## src/rtl/ads5296a_pkg.sv

```systemverilog
// Shared widths, FSM state encodings and the frame-rotation matcher for the
// ADS5296A link-training sequencer.
package ads5296a_pkg;

  localparam int unsigned TAP_W    = 5;
  localparam int unsigned FRAME_W  = 10;
  localparam int unsigned NUM_TAPS = 32;
  localparam int unsigned LEN_W    = 6;
  localparam int unsigned SLIP_W   = 4;
  localparam int unsigned STATE_W  = 4;
  localparam int unsigned ERR_W    = 16;

  typedef logic [STATE_W-1:0] state_t;

  localparam state_t S_IDLE         = 4'd0;
  localparam state_t S_LOAD         = 4'd1;
  localparam state_t S_SETTLE       = 4'd2;
  localparam state_t S_CHECK        = 4'd3;
  localparam state_t S_NEXT         = 4'd4;
  localparam state_t S_EVAL         = 4'd5;
  localparam state_t S_APPLY        = 4'd6;
  localparam state_t S_APPLY_SETTLE = 4'd7;
  localparam state_t S_SLIP_CHECK   = 4'd8;
  localparam state_t S_SLIP         = 4'd9;
  localparam state_t S_SLIP_WAIT    = 4'd10;
  localparam state_t S_DONE         = 4'd11;
  localparam state_t S_FAIL         = 4'd12;

  // True when frame equals any of the FRAME_W circular rotations of pattern.
  function automatic logic is_frame_rotation(input logic [FRAME_W-1:0] frame,
                                             input logic [FRAME_W-1:0] pattern);
    logic [2*FRAME_W-1:0] dbl;
    logic                 hit;
    dbl = {pattern, pattern};
    hit = 1'b0;
    for (int unsigned r = 0; r < FRAME_W; r++) begin
      if (frame == dbl[r +: FRAME_W]) hit = 1'b1;
    end
    return hit;
  endfunction

endpackage

```

## src/rtl/ads5296a_eye_tracker.sv

```systemverilog
// Tracks the current run of good taps during the sweep and keeps the widest
// one seen; ties keep the earlier run.
module ads5296a_eye_tracker
  import ads5296a_pkg::*;
(
  input  logic             i_clk,
  input  logic             i_rst_n,
  input  logic             i_clear,
  input  logic             i_update,
  input  logic [TAP_W-1:0] i_tap,
  input  logic             i_good,
  output logic [TAP_W-1:0] o_best_start,
  output logic [LEN_W-1:0] o_best_len
);

  logic [TAP_W-1:0] r_run_start;
  logic [LEN_W-1:0] r_run_len;
  logic [TAP_W-1:0] r_best_start;
  logic [LEN_W-1:0] r_best_len;
  logic [TAP_W-1:0] w_run_start;
  logic [LEN_W-1:0] w_run_len;
  logic             w_close;

  // Run as it stands after this tap is folded in.
  always_comb begin
    w_run_start = r_run_start;
    w_run_len   = r_run_len;
    if (i_good) begin
      if (r_run_len == '0) w_run_start = i_tap;
      w_run_len = r_run_len + LEN_W'(1);
    end
  end

  assign w_close = !i_good || (i_tap == TAP_W'(NUM_TAPS - 1));

  always_ff @(posedge i_clk or negedge i_rst_n) begin
    if (!i_rst_n) begin
      r_run_start  <= '0;
      r_run_len    <= '0;
      r_best_start <= '0;
      r_best_len   <= '0;
    end else if (i_clear) begin
      r_run_start  <= '0;
      r_run_len    <= '0;
      r_best_start <= '0;
      r_best_len   <= '0;
    end else if (i_update) begin
      if (w_close) begin
        r_run_len <= '0;
        if (w_run_len > r_best_len) begin
          r_best_len   <= w_run_len;
          r_best_start <= w_run_start;
        end
      end else begin
        r_run_start <= w_run_start;
        r_run_len   <= w_run_len;
      end
    end
  end

  assign o_best_start = r_best_start;
  assign o_best_len   = r_best_len;

endmodule

```

## src/rtl/ads5296a_align_ctrl.sv

```systemverilog
// ADS5296A LVDS link training: IDELAY eye sweep, centring, then bitslip alignment.
// Optional lock monitor in DONE enabled by ADS5296A_ALIGN_MONITOR_EN.
module ads5296a_align_ctrl
  import ads5296a_pkg::*;
#(
  parameter logic [FRAME_W-1:0] FRAME_PATTERN = 10'h3E0,
  parameter int unsigned        SETTLE_CYCLES = 8,
  parameter int unsigned        CHECK_SAMPLES = 16,
  parameter int unsigned        MIN_EYE       = 4,
  parameter int unsigned        MAX_SLIPS     = 10
) (
  input  logic               clk_i,
  input  logic               rst_n_i,
  input  logic               start_i,
  input  logic [FRAME_W-1:0] frame_i,
  output logic [TAP_W-1:0]   idelay_val_o,
  output logic               idelay_ld_o,
  output logic               bitslip_o,
  output logic               busy_o,
  output logic               done_o,
  output logic               error_o,
  output logic [TAP_W-1:0]   tap_o,
  output logic [LEN_W-1:0]   eye_width_o
`ifdef ADS5296A_ALIGN_MONITOR_EN
  ,
  output logic [ERR_W-1:0]   err_cnt_o,
  output logic               lost_lock_o
`endif
);

  localparam int unsigned SET_W = $clog2(SETTLE_CYCLES + 1);
  localparam int unsigned CHK_W = $clog2(CHECK_SAMPLES + 1);

  state_t           r_state, w_state_nx;
  logic [TAP_W-1:0] r_tap, w_tap_nx;
  logic [SET_W-1:0] r_settle, w_settle_nx;
  logic [CHK_W-1:0] r_chk, w_chk_nx;
  logic             r_good, w_good_nx;
  logic [SLIP_W-1:0] r_slips, w_slips_nx;
  logic [FRAME_W-1:0] r_prev_frame;
  logic [TAP_W-1:0] r_idelay_val, w_idelay_val_nx;
  logic             r_ld, w_ld_nx;
  logic             r_bitslip, w_bitslip_nx;
  logic             r_busy, w_busy_nx;
  logic             r_done, w_done_nx;
  logic             r_error, w_error_nx;
  logic [TAP_W-1:0] r_tap_sel, w_tap_sel_nx;
  logic [LEN_W-1:0] r_eye_width, w_eye_width_nx;

  logic             w_start;
  logic             w_frame_ok;
  logic             w_frame_eq;
  logic [TAP_W-1:0] w_best_start;
  logic [LEN_W-1:0] w_best_len;
  logic [TAP_W-1:0] w_centre;

`ifdef ADS5296A_ALIGN_MONITOR_EN
  logic [ERR_W-1:0] r_err_cnt, w_err_cnt_nx;
  logic [2:0]       r_miss, w_miss_nx;
  logic             r_lost, w_lost_nx;
`endif

  assign w_start    = start_i && ((r_state == S_IDLE) || (r_state == S_DONE) ||
                                  (r_state == S_FAIL));
  assign w_frame_ok = is_frame_rotation(frame_i, FRAME_PATTERN) && (frame_i == r_prev_frame);
  assign w_frame_eq = (frame_i == FRAME_PATTERN);
  assign w_centre   = TAP_W'(LEN_W'(w_best_start) + ((w_best_len - LEN_W'(1)) >> 1));

  ads5296a_eye_tracker u_eye (
    .i_clk        (clk_i),
    .i_rst_n      (rst_n_i),
    .i_clear      (w_start),
    .i_update     (r_state == S_NEXT),
    .i_tap        (r_tap),
    .i_good       (r_good),
    .o_best_start (w_best_start),
    .o_best_len   (w_best_len)
  );

  // Next-state and next-output logic; strobes are high exactly while in LOAD/APPLY/SLIP.
  always_comb begin
    w_state_nx      = r_state;
    w_tap_nx        = r_tap;
    w_settle_nx     = r_settle;
    w_chk_nx        = r_chk;
    w_good_nx       = r_good;
    w_slips_nx      = r_slips;
    w_idelay_val_nx = r_idelay_val;
    w_tap_sel_nx    = r_tap_sel;
    w_eye_width_nx  = r_eye_width;

    case (r_state)
      S_IDLE, S_DONE, S_FAIL: begin
        if (w_start) begin
          w_state_nx      = S_LOAD;
          w_tap_nx        = '0;
          w_slips_nx      = '0;
          w_idelay_val_nx = '0;
        end
      end
      S_LOAD: begin
        w_state_nx  = S_SETTLE;
        w_settle_nx = '0;
      end
      S_SETTLE, S_APPLY_SETTLE, S_SLIP_WAIT: begin
        if (r_settle == SET_W'(SETTLE_CYCLES - 1)) begin
          w_state_nx = (r_state == S_SETTLE) ? S_CHECK : S_SLIP_CHECK;
          w_chk_nx   = '0;
        end else begin
          w_settle_nx = r_settle + SET_W'(1);
        end
      end
      S_CHECK: begin
        if (!w_frame_ok) begin
          w_good_nx  = 1'b0;
          w_state_nx = S_NEXT;
        end else if (r_chk == CHK_W'(CHECK_SAMPLES - 1)) begin
          w_good_nx  = 1'b1;
          w_state_nx = S_NEXT;
        end else begin
          w_chk_nx = r_chk + CHK_W'(1);
        end
      end
      S_NEXT: begin
        if (r_tap == TAP_W'(NUM_TAPS - 1)) begin
          w_state_nx = S_EVAL;
        end else begin
          w_tap_nx        = r_tap + TAP_W'(1);
          w_idelay_val_nx = r_tap + TAP_W'(1);
          w_state_nx      = S_LOAD;
        end
      end
      S_EVAL: begin
        w_eye_width_nx = w_best_len;
        if (w_best_len < LEN_W'(MIN_EYE)) begin
          w_state_nx = S_FAIL;
        end else begin
          w_tap_sel_nx    = w_centre;
          w_idelay_val_nx = w_centre;
          w_state_nx      = S_APPLY;
        end
      end
      S_APPLY: begin
        w_state_nx  = S_APPLY_SETTLE;
        w_settle_nx = '0;
      end
      S_SLIP_CHECK: begin
        if (!w_frame_eq) begin
          w_state_nx = (r_slips == SLIP_W'(MAX_SLIPS)) ? S_FAIL : S_SLIP;
        end else if (r_chk == CHK_W'(CHECK_SAMPLES - 1)) begin
          w_state_nx = S_DONE;
        end else begin
          w_chk_nx = r_chk + CHK_W'(1);
        end
      end
      S_SLIP: begin
        w_slips_nx  = r_slips + SLIP_W'(1);
        w_settle_nx = '0;
        w_state_nx  = S_SLIP_WAIT;
      end
      default: w_state_nx = S_IDLE;
    endcase

`ifdef ADS5296A_ALIGN_MONITOR_EN
    w_err_cnt_nx = r_err_cnt;
    w_miss_nx    = r_miss;
    w_lost_nx    = r_lost;
    if (w_start) begin
      w_err_cnt_nx = '0;
      w_miss_nx    = '0;
      w_lost_nx    = 1'b0;
    end else if (r_state == S_DONE) begin
      if (!w_frame_eq) begin
        if (r_err_cnt != '1) w_err_cnt_nx = r_err_cnt + ERR_W'(1);
        if (r_miss != 3'd4) w_miss_nx = r_miss + 3'd1;
        if (w_miss_nx == 3'd4) w_lost_nx = 1'b1;
      end else begin
        w_miss_nx = '0;
      end
    end
`endif

    w_ld_nx      = (w_state_nx == S_LOAD) || (w_state_nx == S_APPLY);
    w_bitslip_nx = (w_state_nx == S_SLIP);
    w_busy_nx    = !((w_state_nx == S_IDLE) || (w_state_nx == S_DONE) || (w_state_nx == S_FAIL));
    w_error_nx   = (w_state_nx == S_FAIL);
`ifdef ADS5296A_ALIGN_MONITOR_EN
    w_done_nx    = (w_state_nx == S_DONE) && !w_lost_nx;
`else
    w_done_nx    = (w_state_nx == S_DONE);
`endif
  end

  always_ff @(posedge clk_i or negedge rst_n_i) begin
    if (!rst_n_i) begin
      r_state      <= S_IDLE;
      r_tap        <= '0;
      r_settle     <= '0;
      r_chk        <= '0;
      r_good       <= 1'b0;
      r_slips      <= '0;
      r_prev_frame <= '0;
      r_idelay_val <= '0;
      r_ld         <= 1'b0;
      r_bitslip    <= 1'b0;
      r_busy       <= 1'b0;
      r_done       <= 1'b0;
      r_error      <= 1'b0;
      r_tap_sel    <= '0;
      r_eye_width  <= '0;
`ifdef ADS5296A_ALIGN_MONITOR_EN
      r_err_cnt    <= '0;
      r_miss       <= '0;
      r_lost       <= 1'b0;
`endif
    end else begin
      r_state      <= w_state_nx;
      r_tap        <= w_tap_nx;
      r_settle     <= w_settle_nx;
      r_chk        <= w_chk_nx;
      r_good       <= w_good_nx;
      r_slips      <= w_slips_nx;
      r_prev_frame <= frame_i;
      r_idelay_val <= w_idelay_val_nx;
      r_ld         <= w_ld_nx;
      r_bitslip    <= w_bitslip_nx;
      r_busy       <= w_busy_nx;
      r_done       <= w_done_nx;
      r_error      <= w_error_nx;
      r_tap_sel    <= w_tap_sel_nx;
      r_eye_width  <= w_eye_width_nx;
`ifdef ADS5296A_ALIGN_MONITOR_EN
      r_err_cnt    <= w_err_cnt_nx;
      r_miss       <= w_miss_nx;
      r_lost       <= w_lost_nx;
`endif
    end
  end

  assign idelay_val_o = r_idelay_val;
  assign idelay_ld_o  = r_ld;
  assign bitslip_o    = r_bitslip;
  assign busy_o       = r_busy;
  assign done_o       = r_done;
  assign error_o      = r_error;
  assign tap_o        = r_tap_sel;
  assign eye_width_o  = r_eye_width;
`ifdef ADS5296A_ALIGN_MONITOR_EN
  assign err_cnt_o    = r_err_cnt;
  assign lost_lock_o  = r_lost;
`endif

endmodule

```

## config.mk

```make
export PLATFORM = sky130hd
export DESIGN_NAME = ads5296a_align_ctrl
export DESIGN_NICKNAME = d
export VERILOG_FILES = /design/src/rtl/ads5296a_pkg.sv /design/src/rtl/ads5296a_eye_tracker.sv /design/src/rtl/ads5296a_align_ctrl.sv
export SDC_FILE = /design/constraint.sdc
export NUM_CORES = 1
export LEC_CHECK = 0
export ABC_AREA = 1
export CAP_MARGIN = 10
export CORE_AREA = 2 2 63 124
export DETAILED_ROUTE_END_ITERATION = 16
export DIE_AREA = 0 0 65 126
export PLACE_DENSITY = 0.89
export SLEW_MARGIN = 20
export SYNTH_ARGS = -nofsm -noshare
export SYNTH_HDL_FRONTEND = slang
export SYNTH_SLANG_ARGS = --single-unit
```

## constraint.sdc

```tcl
create_clock -name clk_i -period 7.3 [get_ports clk_i]
set_input_delay 1.46 -clock clk_i [delete_from_list [all_inputs] [get_ports clk_i]]
set_output_delay 1.46 -clock clk_i [all_outputs]
set_load 0.1 [all_outputs]
```

==> metrics.md, run 1 <==
| Metric | Value |
|---|---|
| Status | `finished clean` |
| Clk_lat worst skew | `0.35 ns` |
| GPL Wtd Cong | `0.897` |
| Cell Chain, Critical Path | `clkdlybuf4s50_1` |
| Sequential share of power | `26.8%` |
| Cell Rows | `44` |
| Crit path arrival time | `1.87 ns` |
| RSZ-0062 raised after global routing | `no` |
| Hold_ws | `0.472 ns` |
| Slowest cell on crit path | `clkdlybuf4s50_1` |
| Final setup vio count | `0` |
| I/O Pins | `34` |
| F_max | `301 MHz` |
| Max-cap check violation count | `0` |
| Clock root cell | `clkbuf_16` |
| Post-synth top area share | `45.1%` |
| CP endpoint kind | `output port` |
| WP buf/inv | `1` |
| Largest net degree at the start of global routing | `77` |
| Yosys cell types | `33` |
| Synth warnings | `0` |
| Nets | `613` |
| CP top delay family | `buffers and inverters` |
| Synth Net Count | `574` |
| Pleak | `2.39 nW` |
| Post-synth top area cell | `dfrtp_1` |
| #FFs+latches synth | `76` |
| Synthesized instance count | `540` |
| Max-slew violations | `0` |
| Post-Syn Area | `0.00422 mm^2` |
| HP Class | `flop to flop` |
| Worst Setup SP | `idelay_val_o[2]$_DFFE_PN0P_` |
| Post-CTS Hold Buffers | `0` |
| Wl on met1 | `3320 um` |
| Worst-path fanout max | `2` |
| Worst Max-Slew Pin Slew | `0.999 ns` |
| Share of layout cells above drive strength 1 | `7.02%` |
| Diode count | `0` |
| Asr flop ratio synth | `100%` |
| ANT nets after route | `0` |
| CTS clk-pin slew, worst paths | `0.06 ns` |
| Switching power total | `1.06 mW` |
| Buffers on Ports | `33` |
| Worst relative slew slack | `33.2%` |
| Number of hold violations in the final report | `0` |
| DIE HEIGHT | `126 um` |
| Met3 WL | `351 um` |
| Top FF cell, synth | `dfrtp_1` |
| Area contributors post-synth | `dfrtp_1, nand2_1, o21ai_0, inv_1, ha_1` |
| Highest cell delay on the worst timing path | `1.16 ns` |
| CTS Buffer Depth | `2` |
| DP Wirelength | `7370 um` |
| DRC viols | `0` |
| EDFF count, synth | `0` |
| HP Start | `r_slips[3]$_DFFE_PN0P_` |
| Vias in the first global route | `3901` |
| Post-CTS sizing | `0` |
| Post CTS Setup Buffer Count | `0` |
| Die W | `65 um` |
| Routed WL | `9910 um` |
| Req. time, crit path | `5.84 ns` |
| Critical Path Start Type | `flop` |
| Seq/Total Area, Yosys | `45.1%` |
| Commonest non-fill, non-tap cells in the layout | `nand2_1, dfrtp_1, inv_1` |
| Met2 wire length | `5630 um` |
| Final Skew | `0.00724 ns` |
| Post-route setup slack | `3.97 ns` |
| Pre-CTS WS | `3.90 ns` |
| Clock Power Share | `22.1%` |
| Via density | `5.55` |
| H-tree levels | `3` |
| Die area | `0.00819 mm^2` |
| First-pass GRT wire length | `17100 um` |
| Initial Utilization | `58.5%` |
| Post-Route Setup TNS | `0 ns` |
| Comb power frac | `51.1%` |
| CTS Buf Count | `9` |
| Leading cell type in the layout, fill and taps excluded | `nand2_1` |
| Tmin final | `3.33 ns` |
| Switching Share | `48.1%` |
| Maximum VDD drop | `0.263 mV` |
| Final core utilization | `68.9%` |
| Critical path class | `flop to output port` |
| Final worst-path cycle share | `45.6%` |
| Area Overhead vs Synth | `17.9%` |
| Crit Reg-Reg Startpoint | `r_good$_DFFE_PN0P_` |
| CTS tree | `done` |
| Initial antenna violation count | `0` |
| Pint | `1.14 mW` |
| Mapped Avg Cell Area | `7.81 um^2` |
| Gr usage total | `27.2%` |
| Vias | `3753` |
| Uppermost layer routed | `met4` |
| Gr ovfl total | `0` |
| Core Area | `0.00721 mm^2` |
| Total iterations of the first detailed-routing run | `4` |
| TritonCTS Sinks | `76` |
| P per Cell Area | `442 mW/mm^2` |
| DR iter-0 viols | `274` |
| Wire per inst | `14.7 um` |
[power by group through the flow]
| stage | clock network [mW] | logic (mW) | registers [mW] |
|---|---|---|---|
| floorplan | 0 | 0.532 | 0.888 |
| global placement | 0 | 1.08 | 0.590 |
| detailed placement | 0 | 1.10 | 0.594 |
| CTS | 0.489 | 1.12 | 0.589 |
| global route | 0.512 | 1.21 | 0.601 |
| finish | 0.486 | 1.12 | 0.590 |
[path summary, 6_finish.rpt]
path / cells after the start / slack (ns) / end
setup / recovery: 1 / 3.97 / idelay_val_o[2]
hold / removal: 1 / 0.47 / r_slips[3]$_DFFE_PN0P_
setup reg to reg: 13 / 4.30 / u_eye.o_best_start[2]$_DFFE_PN0P_
hold reg to reg: 1 / 0.47 / r_slips[3]$_DFFE_PN0P_
max in group asynchronous: 2 / 5.35 / u_eye.r_run_len[4]$_DFFE_PN0P_
min in group asynchronous: 2 / 1.35 / idelay_val_o[3]$_DFFE_PN0P_
[state kept, by name (all words and copies together), names as in the netlist, 6 cells and up]
register	count
eye_width_o	6
u_eye.r_run_len	6
r_prev_frame	10
u_eye.o_best_len	6
[per-stage QoR]
| stage | std cells | total power, mW | instance area [um^2] |
|---|---|---|---|
| 3_3_place_gp | 660 | 1.67 | 4640 |
| 6_report | 676 | 2.20 | 4970 |
| 3_5_place_dp | 660 | 1.70 | 4640 |
| 5_1_grt | 676 | 2.32 | 4970 |
| 4_1_cts | 676 | 2.20 | 4970 |
| 2_1_floorplan | 540 | 1.42 | 4220 |
[Yosys cell counts (all sizes together) (2+ instances only)]
| cell type | instances |
|---|---|
| xnor2 | 9 |
| clkbuf | 6 |
| xor2 | 10 |
| o21a | 2 |
| o21ai | 60 |
| a21oi | 14 |
| nand3 | 32 |
| inv | 77 |
| nand2 | 144 |
| ha | 20 |
| nor2 | 56 |
| dfrtp | 76 |
| nand4 | 6 |
| o211ai | 3 |
| o22ai | 6 |
| nor3 | 11 |
[layer usage]
metal  global-route usage, %  vias up
met4                    20.3        0
met5                       0        -
met1                    26.1     1765
met3                    6.16       47
li1                        -     1817
met2                    48.5      124
[kinds of logic after synthesis]
logic type               Yosys count  share of synthesized area, %
AO/OA/AOI/OAI                     89                          11.7
adder cells (fa/ha/maj)           21                          6.41
buffers and inverters             83                          7.45
flip-flops                        76                          45.1
AND/OR/NAND/NOR                  251                          25.1
XOR/XNOR                          19                          3.95
multiplexers                       1                         0.267
[final cells by class]
class / count / area, um^2
Fill cell: 566 / 2240
Multi-Input combinational cell: 381 / 2000
Tap cell: 92 / 115
Clock buffer: 13 / 260
Inverter: 77 / 292
Clock inverter: 3 / 68.8
Timing Repair Buffer: 34 / 333
Sequential cell: 76 / 1900
Note: power is estimated with default switching activity, not from simulation.
==> run 2: changes to the inputs <==
--- a/config.mk
+++ b/config.mk
@@ -7,10 +7,10 @@
 export LEC_CHECK = 0
 export ABC_AREA = 1
 export CAP_MARGIN = 10
-export CORE_AREA = 2 2 63 124
+export CORE_AREA = 2 2 64 126
 export DETAILED_ROUTE_END_ITERATION = 16
-export DIE_AREA = 0 0 65 126
-export PLACE_DENSITY = 0.89
+export DIE_AREA = 0 0 66 128
+export PLACE_DENSITY = 0.86
 export SLEW_MARGIN = 20
 export SYNTH_ARGS = -nofsm -noshare
 export SYNTH_HDL_FRONTEND = slang
==> constraint.sdc (replaced) <==
create_clock -name clk_i -period 3.3 [get_ports clk_i]
set_input_delay 0.66 -clock clk_i [delete_from_list [all_inputs] [get_ports clk_i]]
set_output_delay 0.66 -clock clk_i [all_outputs]
set_load 0.1 [all_outputs]
==> run 2 against run 1 <==
Wire length is essentially flat. First-iteration DRC count up 6.6%. Clock-buffer cell count fell by 3. Final area down 0.91%. Hold slack got worse by 0.0068 ns. Sequential share of layout area grew 0.35 points. Cell count did not move. Utilization fell by 3.6 points. Critical path type is now flop to flop. Largest cell class unchanged.
==> metrics.md, run 2 (synthesized netlist as in run 1, its figures left out) <==
| Metric | Value |
|---|---|
| DRC viols | `0` |
| Post-CTS sizing | `0` |
| Wire per inst | `14.7 um` |
| Max-slew violations | `0` |
| CP endpoint kind | `flop` |
| Pleak | `2.43 nW` |
| CTS clk-pin slew, worst paths | `0.06 ns` |
| Post CTS Setup Buffer Count | `0` |
| Total Power | `4.86 mW` |
| Max-cap check violation count | `0` |
| DP Wirelength | `7330 um` |
| Req. time, crit path | `3.56 ns` |
| Comb power frac | `50.2%` |
| Initial antenna violation count | `0` |
| Area after DPL | `0.00459 mm^2` |
| Leading cell type in the layout, fill and taps excluded | `nand2_1` |
| Tmin final | `2.69 ns` |
| Vias | `3738` |
| Highest cell delay on the worst timing path | `0.46 ns` |
| Initial Utilization | `55.9%` |
| ANT nets after route | `0` |
| Worst-path fanout max | `20` |
| Switching power total | `2.32 mW` |
| Worst Max-Slew Pin Slew | `0.925 ns` |
| RSZ-0062 raised after global routing | `no` |
| Die W | `66 um` |
| Pint | `2.54 mW` |
| F_max | `371 MHz` |
| DR iter-0 viols | `292` |
| Total iterations of the first detailed-routing run | `6` |
| Sequential share of power | `26.9%` |
| Buffers on Ports | `33` |
| Via density | `5.53` |
| I/O Pins | `34` |
| Switching Share | `47.7%` |
| Worst relative slew slack | `38.3%` |
| Share of layout cells above drive strength 1 | `10.7%` |
| Vias in the first global route | `3761` |
| Core Area | `0.00754 mm^2` |
| Final setup vio count | `0` |
| Crit path arrival time | `2.95 ns` |
| Status | `finished clean` |
| Clock root cell | `clkbuf_16` |
| Final Cell Area | `0.00493 mm^2` |
| Clock Power Share | `22.9%` |
| Maximum VDD drop | `0.514 mV` |
| Number of hold violations in the final report | `0` |
| Final worst-path cycle share | `81.6%` |
| Critical path class | `flop to flop` |
| Slowest cell on crit path | `dfrtp_1` |
| Critical Path Start Type | `flop` |
| CTS Buf Count | `9` |
| Cell Rows | `45` |
| Largest net degree at the start of global routing | `77` |
| Post-Route Setup TNS | `0 ns` |
| Cell Chain, Critical Path | `nand2_1 > nor3_1 > nand3_1 > xor2_1 > ha_1 > nand4_1 > inv_1 > o21ai_0 > o211ai_1 > nand4_1 > nand2_1 > inv_1 > nand2_1 > o21ai_1` |
| H-tree levels | `3` |
| TritonCTS Sinks | `76` |
| Max reg flops | `10` |
| Routed WL | `9910 um` |
| Nets | `612` |
| CTS tree | `done` |
| Gr usage total | `25.7%` |
| Commonest non-fill, non-tap cells in the layout | `nand2_1, dfrtp_1, inv_1` |
| P per Cell Area | `986 mW/mm^2` |
| CTS Buffer Depth | `2` |
| HP Class | `input port to async pin` |
| Crit path top cell by count | `nand2_1` |
| Clk_lat worst skew | `0.34 ns` |
| Area Overhead vs Synth | `16.8%` |
| DIE HEIGHT | `128 um` |
| Gr ovfl total | `0` |
| Post-CTS Hold Buffers | `0` |
| Reg with most FFs | `r_prev_frame` |
| Final Skew | `0.00743 ns` |
| First-pass GRT wire length | `16500 um` |
| Die area | `0.00845 mm^2` |
| GPL Wtd Cong | `0.982` |
| Diode count | `0` |
## run 2: cell count changes in the layout (fill, tap and decap cells not counted)
| cell | before | now |
|---|---|---|
| buf_2 | 1 | 0 |
| clkbuf_8 | 2 | 1 |
| bufinv_16 | 2 | 3 |
| clkbuf_1 | 2 | 0 |
| buf_4 | 1 | 22 |
| clkinv_4 | 1 | 0 |
| clkinv_2 | 0 | 2 |
| clkdlybuf4s50_1 | 32 | 11 |
## run 2: cell type report
cell class | count | area, um^2
fill | 624 | 2620
multi-input combinational | 381 | 2000
sequential | 76 | 1900
inverter | 77 | 292
timing repair buffer | 33 | 275
clock buffer | 10 | 239
tap | 94 | 118
clock inverter | 5 | 100
## run 2: final timing paths
kind / startpoint / to / slack (ns) / depth (start not counted)
setup / recovery: r_good$_DFFE_PN0P_ / u_eye.o_best_start[4]$_DFFE_PN0P_ / 0.61 / 14
hold / removal: rst_n_i / idelay_val_o[2]$_DFFE_PN0P_ / 0.47 / 1
setup reg to reg: r_good$_DFFE_PN0P_ / u_eye.o_best_start[4]$_DFFE_PN0P_ / 0.61 / 14
hold reg to reg: r_slips[3]$_DFFE_PN0P_ / r_slips[3]$_DFFE_PN0P_ / 0.47 / 1
max in group asynchronous: rst_n_i / u_eye.o_best_len[0]$_DFFE_PN0P_ / 2.24 / 1
min in group clk_i: r_slips[3]$_DFFE_PN0P_ / r_slips[3]$_DFFE_PN0P_ / 0.47 / 1
## run 2: stage by stage
step / utilization, % / std cells / hold WS (ns) / setup slack, ns
floorplan: - / 540 / 0.364 / 0.930
global placement: 60.8 / 661 / 0.457 / 0.706
detailed placement: 60.8 / 661 / 0.459 / 0.581
CTS: 65.3 / 676 / 0.469 / 0.629
global route: 65.3 / 676 / 0.491 / 0.319
finish: 65.3 / 676 / 0.466 / 0.607
## run 2: worst max-delay path: cells and delay by family, from the launching register on
kind	cells	cell delay, ns
adder cells (fa/ha/maj)	1	0.31
XOR/XNOR	1	0.18
AND/OR/NAND/NOR	7	0.91
AO/OA/AOI/OAI	3	0.30
flip-flops	1	0.46
buffers and inverters	2	0.46
## run 2: layer usage
| layer | GRT usage [%] | vias up | wire length (um) |
|---|---|---|---|
| li1 | - | 1819 | - |
| met1 | 25.2 | 1775 | 3510 |
| met2 | 47.7 | 100 | 5640 |
| met3 | 5.18 | 44 | 321 |
| met4 | 15.1 | 0 | 433 |
| met5 | 0 | - | 0 |
## run 2: power by group through the flow
stage	sequential, mW	combinational [mW]	clock [mW]
finish	1.31	2.44	1.11
global route	1.33	2.64	1.15
CTS	1.31	2.43	1.12
detailed placement	1.32	2.40	0
global placement	1.31	2.33	0
floorplan	1.96	1.18	0
==> run 3: changes to the inputs <==
==> constraint.sdc (replaced) <==
create_clock -name clk_i -period 2.8 [get_ports clk_i]
set_input_delay 0.56 -clock clk_i [delete_from_list [all_inputs] [get_ports clk_i]]
set_output_delay 0.56 -clock clk_i [all_outputs]
set_load 0.1 [all_outputs]
==> run 3 against run 2 <==
Sequential power rose by 18%. Critical path depth grew 1. Sequential share of layout area rose by 0.22 points. Clock-buffer cell count unchanged. Sequential cell count unchanged. Clock skew fell by 0.0014 ns. Final area down 0.56%. Combinational power rose by 20%. Total power is 15% higher. Non-clock buffer count up 4.
==> metrics.md, run 3 (synthesized netlist as in run 1, its figures left out) <==
| Metric | Value |
|---|---|
| Status | `finished clean` |
| Final setup vio count | `0` |
| DR iter-0 viols | `203` |
| Wire per inst | `14.4 um` |
| Clk_lat worst skew | `0.34 ns` |
| Max-slew violations | `0` |
| Final worst-path cycle share | `88.0%` |
| Post-CTS Hold Buffers | `0` |
| Commonest non-fill, non-tap cells in the layout | `nand2_1, dfrtp_1, inv_1` |
| Final core utilization | `64.9%` |
| Fillers | `667` |
| Initial antenna violation count | `0` |
| CTS tree | `done` |
| Vias | `3704` |
| Area Overhead vs Synth | `16.2%` |
| DIE HEIGHT | `128 um` |
| Pint | `2.81 mW` |
| Vias in the first global route | `3792` |
| Critical path class | `flop to flop` |
| Initial Utilization | `55.9%` |
| CTS clk-pin slew, worst paths | `0.06 ns` |
| CTS Buf Count | `9` |
| Cell Chain, Critical Path | `inv_1 > nor3_1 > nand3_1 > xor2_1 > ha_1 > nand4_1 > inv_1 > o21ai_0 > o211ai_1 > nand4_1 > nand2_1 > inv_1 > buf_4 > nand2_1 > o21ai_0` |
| Crit path arrival time | `2.68 ns` |
| Tmin final | `2.46 ns` |
| Cell Rows | `45` |
| Reg with most FFs | `r_prev_frame` |
| CTS Buffer Depth | `2` |
| DP Wirelength | `7630 um` |
| FF-to-FF path depth | `15` |
| GPL Wtd Cong | `0.941` |
| Switching power total | `2.76 mW` |
| Highest cell delay on the worst timing path | `0.36 ns` |
| Pleak | `2.41 nW` |
| I/O Pins | `34` |
| Comb power frac | `52.4%` |
| Routed WL | `9810 um` |
| CP endpoint kind | `flop` |
| R2R setup slack | `0.34 ns` |
| Crit path top cell by count | `inv_1` |
| Share of layout cells above drive strength 1 | `10.9%` |
| Worst-path fanout max | `10` |
| Die area | `0.00845 mm^2` |
| Worst r2r dst | `u_eye.o_best_len[5]$_DFFE_PN0P_` |
| Slowest cell on crit path | `dfrtp_1` |
| Post-Route Setup TNS | `0 ns` |
| Sequential cell area | `0.00190 mm^2` |
| Die W | `66 um` |
| Worst relative slew slack | `36.6%` |
| Critical Path Start Type | `flop` |
| Maximum VDD drop | `0.618 mV` |
| Leading cell type in the layout, fill and taps excluded | `nand2_1` |
| Worst Max-Slew Pin Slew | `0.950 ns` |
| First-pass GRT wire length | `16400 um` |
| ANT nets after route | `0` |
| Clock root cell | `clkbuf_16` |
| Diode count | `0` |
| Crit Reg-Reg Startpoint | `u_eye.r_run_len[2]$_DFFE_PN0P_` |
| Switching Share | `49.5%` |
| TritonCTS Sinks | `76` |
| Buffers on Ports | `33` |
| DRC viols | `0` |
| Max reg flops | `10` |
| Largest net degree at the start of global routing | `77` |
| Req. time, crit path | `3.02 ns` |
| Total iterations of the first detailed-routing run | `4` |
| Final Skew | `0.00598 ns` |
| Post-CTS sizing | `0` |
| Via density | `5.46` |
| Nets | `616` |
| Gr ovfl total | `0` |
| F_max | `406 MHz` |
| Post CTS Setup Buffer Count | `0` |
| Number of hold violations in the final report | `0` |
| Max-cap check violation count | `0` |
| RSZ-0062 raised after global routing | `no` |
| Gr usage total | `25.6%` |
| Multi-input gate area | `0.00200 mm^2` |
| P per Cell Area | `1140 mW/mm^2` |
| HP Class | `input port to async pin` |
| H-tree levels | `3` |
| Clock Power Share | `19.9%` |
| Core Area | `0.00754 mm^2` |
| Sequential share of power | `27.7%` |
run 3: changes by cell type in the layout (fill, tap and decap cells not counted), sizes merged:
cell	before	now
buf	22	26
bufinv	3	1
clkinv	2	0
clkinvlp	0	3
run 3: metal layers:
layer  vias up  wire [um]  global-route usage, %  share of wire (%)
li1       1818          -                      -                  -
met1      1747       3400                   24.5                 35
met2        97       5570                   48.1                 57
met3        42        325                   4.57                3.3
met4         0        518                   15.8                5.3
met5         -          0                      0                  0
run 3: critical path, delay by kind of cell (launching register included):
| family | cells | cell delay (ns) |
|---|---|---|
| buffers and inverters | 4 | 0.37 |
| AO/OA/AOI/OAI | 3 | 0.30 |
| adder cells (fa/ha/maj) | 1 | 0.33 |
| XOR/XNOR | 1 | 0.19 |
| flip-flops | 1 | 0.36 |
| AND/OR/NAND/NOR | 6 | 0.77 |
run 3: worst max path at each step:
stage,slack (ns),startpoint,end
5_1_grt,0.08,u_eye.r_run_len[2]$_DFFE_PN0P_,u_eye.o_best_len[0]$_DFFE_PN0P_
3_5_place_dp,0.27,frame_i[3],r_chk[4]$_DFFE_PN0P_
6_report,0.34,u_eye.r_run_len[2]$_DFFE_PN0P_,u_eye.o_best_len[5]$_DFFE_PN0P_
2_1_floorplan,0.43,r_good$_DFFE_PN0P_,u_eye.o_best_start[4]$_DFFE_PN0P_
3_3_place_gp,0.36,frame_i[3],bitslip_o$_DFF_PN0_
4_1_cts,0.34,u_eye.r_run_len[2]$_DFFE_PN0P_,u_eye.o_best_start[3]$_DFFE_PN0P_
run 3: cell type report:
cell class | count | share of cell area, %
Clock buffer | 10 | 4.67
Clock inverter | 4 | 1.07
Inverter | 77 | 5.95
Multi-Input combinational cell | 381 | 40.9
Sequential cell | 76 | 38.8
Tap cell | 94 | 2.40
Timing Repair Buffer | 37 | 6.23
run 3: power groups by stage:
stage | clock, mW | sequential [mW] | combinational, mW
after global routing | 1.16 | 1.57 | 3.16
after floorplan | 0 | 2.31 | 1.39
after detailed placement | 0 | 1.56 | 2.90
final | 1.11 | 1.54 | 2.92
after CTS | 1.12 | 1.54 | 2.92
after global placement | 0 | 1.55 | 2.82
run 3: metrics by stage:
step                      cell area [um^2]  total power, mW  setup WS [ns]  hold slack (ns)  cells
after floorplan                       4220             3.70          0.430            0.264    540
after global placement                4620             4.37          0.358            0.458    665
after detailed placement              4620             4.46          0.271            0.462    665
after CTS                             4900             5.59          0.336            0.403    679
after global routing                  4900             5.88         0.0831            0.437    679
final                                 4900             5.58          0.336            0.373    679
